## config.mk

```make
export PLATFORM = sky130hd
export DESIGN_NAME = camera_seq_multirow
export DESIGN_NICKNAME = d
export VERILOG_FILES = /design/src/rtl/camera_seq_multirow.sv
export SDC_FILE = /design/constraint.sdc
export NUM_CORES = 1
export LEC_CHECK = 0
export BUFFER_PORTS_ARGS = -buffer_cell sky130_fd_sc_hd__clkbuf_2
export CAP_MARGIN = 5
export CORE_MARGIN = 5
export CORE_UTILIZATION = 25
export DETAILED_ROUTE_END_ITERATION = 6
export HOLD_SLACK_MARGIN = 0.03
export SYNTH_ARGS = -nofsm -noshare
export SYNTH_HDL_FRONTEND = slang
export SYNTH_SLANG_ARGS = --single-unit
```

## constraint.sdc

```tcl
create_clock -name clk -period 2.5 [get_ports clk]
set_input_delay 0.5 -clock clk [delete_from_list [all_inputs] [get_ports clk]]
set_output_delay 0.5 -clock clk [all_outputs]
set_load 0.01 [all_outputs]
```

## src/rtl/camera_seq_multirow.sv

```systemverilog
// Frame sequencer: erase release, timed exposure, then NUM_ROWS ADC row reads with a 1-cycle gap.
// Outputs registered (one cycle after the deciding edge); init/exp_inc/exp_dec are ignored while busy.
module camera_seq_multirow #(
   parameter int NUM_ROWS    = 2,
   parameter int ADC_CYCLES  = 5,
   parameter int EXP_MIN     = 2,
   parameter int EXP_MAX     = 30,
   parameter int EXP_DEFAULT = 15,
   parameter int EXP_W       = $clog2(EXP_MAX + 1)
) (
   input  logic                clk,
   input  logic                reset,
   input  logic                init,
   input  logic                exp_inc,
   input  logic                exp_dec,
   output logic [NUM_ROWS-1:0] nre,
   output logic                adc,
   output logic                expose,
   output logic                erase,
   output logic                busy,
   output logic                frame_done,
   output logic [EXP_W-1:0]    exp_time
);

   localparam int CNT_MAX = (EXP_MAX > ADC_CYCLES) ? EXP_MAX : ADC_CYCLES;
   localparam int CNT_W   = $clog2(CNT_MAX + 1);
   localparam int ROW_W   = (NUM_ROWS > 1) ? $clog2(NUM_ROWS) : 1;

   typedef enum logic [1:0] {S_IDLE, S_EXPOSE, S_READ, S_GAP} state_t;

   state_t                state, state_nxt;
   logic [CNT_W-1:0]      cnt, cnt_nxt;
   logic [ROW_W-1:0]      row, row_nxt;
   logic [EXP_W-1:0]      exp_snap, exp_snap_nxt, exp_time_nxt;
   logic                  frame_done_nxt;
   logic [NUM_ROWS-1:0]   nre_nxt;

   always_comb begin
      state_nxt      = state;
      cnt_nxt        = cnt;
      row_nxt        = row;
      exp_snap_nxt   = exp_snap;
      exp_time_nxt   = exp_time;
      frame_done_nxt = 1'b0;
      nre_nxt        = '1;
      case (state)
         S_IDLE: begin
            cnt_nxt = '0;
            row_nxt = '0;
            // init outranks the exposure buttons; inc outranks dec
            if (init) begin
               state_nxt    = S_EXPOSE;
               exp_snap_nxt = exp_time;
            end else if (exp_inc) begin
               if (exp_time < EXP_W'(EXP_MAX))
                  exp_time_nxt = exp_time + EXP_W'(1);
            end else if (exp_dec) begin
               if (exp_time > EXP_W'(EXP_MIN))
                  exp_time_nxt = exp_time - EXP_W'(1);
            end
         end
         S_EXPOSE: begin
            if (cnt == CNT_W'(exp_snap) - CNT_W'(1)) begin
               state_nxt = S_READ;
               cnt_nxt   = '0;
               row_nxt   = '0;
            end else begin
               cnt_nxt = cnt + CNT_W'(1);
            end
         end
         S_READ: begin
            if (cnt == CNT_W'(ADC_CYCLES - 1)) begin
               state_nxt = S_GAP;
               cnt_nxt   = '0;
            end else begin
               cnt_nxt = cnt + CNT_W'(1);
            end
         end
         S_GAP: begin
            if (row == ROW_W'(NUM_ROWS - 1)) begin
               state_nxt      = S_IDLE;
               frame_done_nxt = 1'b1;
            end else begin
               state_nxt = S_READ;
               row_nxt   = row + ROW_W'(1);
            end
         end
         default: state_nxt = S_IDLE;
      endcase
      // one-hot-low row enable decoded from the state being entered
      for (int r = 0; r < NUM_ROWS; r++)
         nre_nxt[r] = !(state_nxt == S_READ && row_nxt == ROW_W'(r));
   end

   always_ff @(posedge clk) begin
      if (reset) begin
         state      <= S_IDLE;
         cnt        <= '0;
         row        <= '0;
         exp_snap   <= EXP_W'(EXP_DEFAULT);
         exp_time   <= EXP_W'(EXP_DEFAULT);
         nre        <= '1;
         adc        <= 1'b0;
         expose     <= 1'b0;
         erase      <= 1'b1;
         busy       <= 1'b0;
         frame_done <= 1'b0;
      end else begin
         state      <= state_nxt;
         cnt        <= cnt_nxt;
         row        <= row_nxt;
         exp_snap   <= exp_snap_nxt;
         exp_time   <= exp_time_nxt;
         nre        <= nre_nxt;
         adc        <= (state_nxt == S_READ);
         expose     <= (state_nxt == S_EXPOSE);
         erase      <= (state_nxt == S_IDLE);
         busy       <= (state_nxt != S_IDLE);
         frame_done <= frame_done_nxt;
      end
   end

endmodule

```

==> impl_metrics.py, run 1 <==
metrics = {
    "sta": {
        "tightestPinTransition_ns": 0.4797,
        "period_needed_ns": 2.144,
        "finClkSkew_ns": 0.008688,
        "setup_viol": 0,
        "hold_slack_ns": 0.5177,
        "setup_ws_ns": 0.3558,
        "finalCritPeriodShare_pct": 85.77,
        "rsz0062_at_grt": "false",
        "setup-tns-final_ns": 0,
        "relSlewSlack_pct": 67.88,
        "hold_viol": 0,
        "slew_viol_final": 0,
        "max_freq_mhz": 466.4,
    },
    "outcome": {
        "outcome": "complete, no violations",
    },
    "cts": {
        "insertion_delay_ns": 0.27,
        "cts_setup_buffers": 0,
        "ctsHoldBuffers": 0,
        "tritoncts": "yes",
        "post_cts_resized": 0,
        "cts.sinks": 25,
        "cts_buffers": 3,
        "htreeDepth": 1,
        "cts_root_buf": "clkbuf_8",
        "cts_buffer_depth": 2,
        "clk_pin_slew_ns": 0.09,
    },
    "yosys": {
        "synth-compound-area-share_pct": 19.72,
        "syn_area_per_cell_um2": 9.579,
        "ys_types": 48,
        "async_reset_ff_share_pct": 0,
        "synth_mux_area_share_pct": 1.384,
        "ys_ff_latch": 25,
        "synth_xor_area_share_pct": 7.266,
        "synthAdderAreaFrac_pct": 10.90,
        "synth_cells": 151,
        "syn-cell-area_um2": 1446,
        "seq_area_frac_synth_pct": 34.60,
        "synth_top_family_by_area": "simple AND/OR/NAND/NOR gates",
        "yosys.area_share.simple_pct": 23.01,
        "syn_nets": 168,
        "synth_edf_count": 0,
        "synth_warnings": 0,
        "ys.flop_type": "dfxtp_1",
    },
    "layout": {
        "antenna_cells": 0,
        "final_common_cell": "dfxtp_1",
        "mostFrequentLayoutCells": "25 x dfxtp_1, 16 x clkbuf_2, 12 x nand2_1, 11 x ha_1, 10 x nor2_1",
        "n_fill_cell": 584,
        "fin_nets": 187,
        "area.growth.synth_to_final_pct": 14.19,
        "drive_gt1_share_pct": 20.12,
    },
    "placement": {
        "port-buffer-count": 16,
        "place_hpwl_um": 2141,
        "place_congestion": 0.7946,
        "place_worst_setup_slack_ns": 0.3937,
    },
    "route": {
        "drt-total-wl_um": 2798,
        "drtAntennaViolNets": 0,
        "drt-initial-drc-count": 50,
        "post_drt_via_cell_ratio": 4.423,
        "post-route-drc-count": 0,
        "first_pass_iters": 4,
        "wl_per_cell_um": 11.61,
        "vias": 1066,
    },
    "floorplan": {
        "initial_core_util_pct": 25.95,
        "std_cell_rows": 27,
        "die_height_um": 86.06,
        "io_pins": 17,
        "die_x_um": 86.06,
        "dieArea_um2": 7406,
        "fp.coreArea_um2": 5574,
    },
    "grt": {
        "grt_max_degree": 16,
        "antenna_found_initial": 0,
        "grt_busiest_layer": "met2",
        "grt_use_met1_pct": 10.47,
        "grt_pass1_wl_um": 4892,
        "grt_use_met2_pct": 13.10,
        "grtUsageMet3_pct": 2.209,
        "grt.overflow.total": 0,
        "grt_pass1_vias": 1039,
        "grt_use_total_pct": 8.128,
    },
    "power": {
        "p_per_area_nw_per_um2": 618.0,
        "vdd_ir_drop_max_mv": 0.2075,
        "leakage_nw": 0.6882,
    },
    "worst_setup_path": {
        "path_cells": "ha_1 -> or2b_2 -> a22o_2 -> o311a_1 -> a211oi_4 -> o221a_4 -> nand2b_1",
        "path_buf_inv": 0,
        "critPathLaunchType": "register",
        "path_class": "reg -> reg",
        "cp_slowest_cell": "dfxtp_1",
        "critical_path.max_stage_delay_ns": 0.48,
        "cpLargestDelayFamily": "compound AO/OA/AOI/OAI gates",
        "cp_max_fo": 6,
        "required_ns": 2.68,
        "worst-endpoint-arrival_ns": 2.32,
        "crit_path_end_kind": "register",
    },
    "min_path": {
        "hp-class": "reg -> reg",
    },
    "run": {
        "drv_cap": 0,
    },
}
==> synth_stat cells, types with 2 or more instances <==
cell type	n	area, um^2
dfxtp_1	25	500.5
nand2_1	12	45.04
ha_1	11	137.6
nor2_1	10	37.54
inv_1	9	33.78
a21oi_1	7	35.03
a211o_1	6	52.55
xnor2_1	6	52.55
xor2_1	6	52.55
nor2b_1	5	31.28
and3_1	4	25.02
nand2b_1	4	25.02
nand3_1	4	20.02
a21o_1	3	22.52
nand3b_1	3	22.52
a22o_1	2	17.52
mux2i_1	2	20.02
nor3_1	2	10.01
==> final timing paths <==
kind | startpoint | end | slack, ns | cells after the start
setup / recovery | state[1] | nre[1] | 0.36 | 7
setup reg to reg | state[1] | nre[1] | 0.36 | 7
hold / removal | cnt[0] | cnt[0] | 0.52 | 2
hold reg to reg | cnt[0] | cnt[0] | 0.52 | 2
==> registers in the layout, summed over array words and instances, names as in the netlist <==
register,count
adc,1
busy,1
cnt,5
exp_time,5
exp_snap,5
expose,1
state,2
row,1
frame_done,1
erase,1
nre,2
==> cell families after synthesis <==
kind of cell | Yosys count
simple gates | 56
compound gates | 33
flops | 25
xor+xnor | 12
fa+ha+maj | 12
buf+inv | 11
mux | 2
==> power breakdown <==
group,total (mW),switching [mW],internal [mW],leakage [nW]
logic,0.291,0.155,0.136,0.458
clock network,0.246,0.134,0.112,0.0255
registers,0.484,0.0459,0.438,0.205
==> per-layer routing <==
metal,up-vias,share of wire [%]
met3,4,3.8
met4,0,1.1
met5,-,0
met2,10,45
met1,483,50
li1,569,-
==> worst min-delay path: stages (launching register included) <==
cell and delay, ns:
dfxtp_1 0.37, nand2_1 0.07, nand2_1 0.04
==> metrics by stage <==
stage,instances,cell area [um^2],power [mW],utilization (%)
floorplan,151,1446,0.7109,-
global placement,237,1605,0.7860,28.80
detailed placement,237,1605,0.7860,28.80
CTS,241,1652,1.033,29.63
global route,241,1652,1.089,29.63
finish,241,1652,1.021,29.63
==> area by class of cell <==
| class | instances | area (um^2) | share of cell area [%] |
|---|---|---|---|
| clock buffers | 3 | 41.29 | 2.500 |
| flip-flops and latches | 25 | 500.5 | 30.30 |
| well taps | 72 | 90.09 | 5.455 |
| multi-input cells | 115 | 900.9 | 54.55 |
| inverters | 9 | 33.78 | 2.045 |
| repair buffers | 16 | 80.08 | 4.848 |
| clock inverters | 1 | 5.005 | 0.3030 |
Power figures use the tool's default switching activity.
==> run 2, diff against run 1 <==
GPL_TIMING_DRIVEN = 0   (was default)
==> run 2 against run 1 <==
Against the previous run:
- critical path depth did not move
- design area rose by 0.68%
- largest cell class unchanged
- power is 0.38% higher
- clock skew up 0.0053 ns
- fmax fell by 0.98%
==> impl_metrics.py, run 2 (synthesis results as in run 1) <==
metrics = {
    "layout": {
        "seq_area_um2": 500.5,
        "antenna_cells": 0,
        "top_regs": "cnt x5, exp_snap x5, exp_time x5",
        "final_common_cell": "dfxtp_1",
        "multi_input_area_um2": 900.9,
        "fin_nets": 189,
        "mostFrequentLayoutCells": "25 x dfxtp_1, 16 x clkbuf_2, 12 x nand2_1, 11 x ha_1, 10 x nor2_1",
        "n_fill_cell": 588,
        "area.growth.synth_to_final_pct": 14.97,
        "drive_gt1_share_pct": 20.47,
    },
    "floorplan": {
        "std_cell_rows": 27,
        "die_height_um": 86.06,
        "dieArea_um2": 7406,
        "die_x_um": 86.06,
        "io_pins": 17,
        "initial_core_util_pct": 25.95,
        "fp.coreArea_um2": 5574,
    },
    "worst_setup_path": {
        "cp_max_fo": 6,
        "r2r_cells": 7,
        "path_class": "reg -> reg",
        "path_cells": "ha_1 -> or2b_2 -> a22o_2 -> o311a_1 -> a211oi_4 -> o221a_4 -> nand2b_1",
        "r2r_start": "state[1]",
        "worst-endpoint-arrival_ns": 2.35,
        "setup.worst_path.start": "state[1]",
        "required_ns": 2.68,
        "cp_slowest_cell": "dfxtp_1",
        "crit_path_end_kind": "register",
        "critical_path.max_stage_delay_ns": 0.49,
        "critPathLaunchType": "register",
    },
    "route": {
        "drt-total-wl_um": 2821,
        "vias": 1129,
        "post_drt_via_cell_ratio": 4.646,
        "wl_per_cell_um": 11.61,
        "post-route-drc-count": 0,
        "drt-initial-drc-count": 61,
        "drtAntennaViolNets": 0,
        "first_pass_iters": 4,
    },
    "cts": {
        "cts_setup_buffers": 0,
        "ctsHoldBuffers": 0,
        "clk_pin_slew_ns": 0.10,
        "htreeDepth": 1,
        "cts.sinks": 25,
        "post_cts_resized": 0,
        "insertion_delay_ns": 0.28,
        "tritoncts": "yes",
        "cts_buffers": 3,
        "cts_buffer_depth": 2,
        "cts_root_buf": "clkbuf_8",
    },
    "outcome": {
        "outcome": "complete, no violations",
    },
    "grt": {
        "grt_use_total_pct": 8.424,
        "antenna_found_initial": 0,
        "grt_pass1_wl_um": 5078,
        "grt.overflow.total": 0,
        "grt_pass1_vias": 1103,
        "grt_max_degree": 15,
    },
    "placement": {
        "port-buffer-count": 16,
        "place_hpwl_um": 2185,
        "place_congestion": 0.7616,
    },
    "sta": {
        "finClkSkew_ns": 0.01396,
        "max_freq_mhz": 461.8,
        "slew_viol_final": 0,
        "setup_viol": 0,
        "hold_viol": 0,
        "rsz0062_at_grt": "false",
        "finalCritPeriodShare_pct": 86.62,
        "tightestPinTransition_ns": 0.4702,
        "period_needed_ns": 2.165,
        "relSlewSlack_pct": 68.31,
        "setup-tns-final_ns": 0,
    },
    "power": {
        "power_mw": 1.025,
        "leakage_nw": 0.6938,
        "vdd_ir_drop_max_mv": 0.2660,
        "p_per_area_nw_per_um2": 616.2,
    },
    "min_path": {
        "min_path_cells": 2,
        "min_from": "reset",
        "hp-class": "in -> reg",
    },
    "run": {
        "drv_cap": 0,
    },
}
run 2: worst paths after layout:
| check | slack, ns | endpoint |
|---|---|---|
| worst min register to register | 0.51 | cnt[0] |
| worst min-delay path | 0.50 | state[1] |
| worst max register to register | 0.33 | nre[1] |
| worst max-delay path | 0.33 | nre[1] |
run 2: worst max-delay path: cells and delay by family (launching register included):
kind,cells,cell delay [ns]
compound gates,4,0.94
flops,1,0.49
fa+ha+maj,1,0.27
simple gates,2,0.35
run 2: final cells by class:
cell class | count | area share, %
Buffer | 2 | 0.6772
Clock buffer | 3 | 2.483
Clock inverter | 1 | 0.3010
Inverter | 9 | 2.032
Multi-Input combinational cell | 115 | 54.18
Sequential cell | 25 | 30.10
Tap cell | 72 | 5.418
Timing Repair Buffer | 16 | 4.816
run 2: power by group:
part	leakage, nW	switching [mW]	total, mW	internal, mW
logic	0.464	0.155	0.295	0.140
clock network	0.0255	0.134	0.246	0.112
registers	0.205	0.0458	0.484	0.438
run 2: stage by stage:
| step | setup WS (ns) | hold WS [ns] | cells | area (um^2) | utilization, % |
|---|---|---|---|---|---|
| after floorplan | 0.5592 | 0.4698 | 151 | 1446 | - |
| after global placement | 0.3669 | 0.5042 | 239 | 1617 | 29.00 |
| after detailed placement | 0.3621 | 0.5063 | 239 | 1617 | 29.00 |
| after CTS | 0.3269 | 0.5072 | 243 | 1663 | 29.83 |
| after global routing | 0.1945 | 0.5013 | 243 | 1663 | 29.83 |
| final | 0.3346 | 0.5044 | 243 | 1663 | 29.83 |
run 2: metal layers:
metal	track usage [%]	part of all wire (%)
met4	2.446	1.1
met1	10.29	45
met3	2.978	5.2
met2	13.88	48
met5	0	0
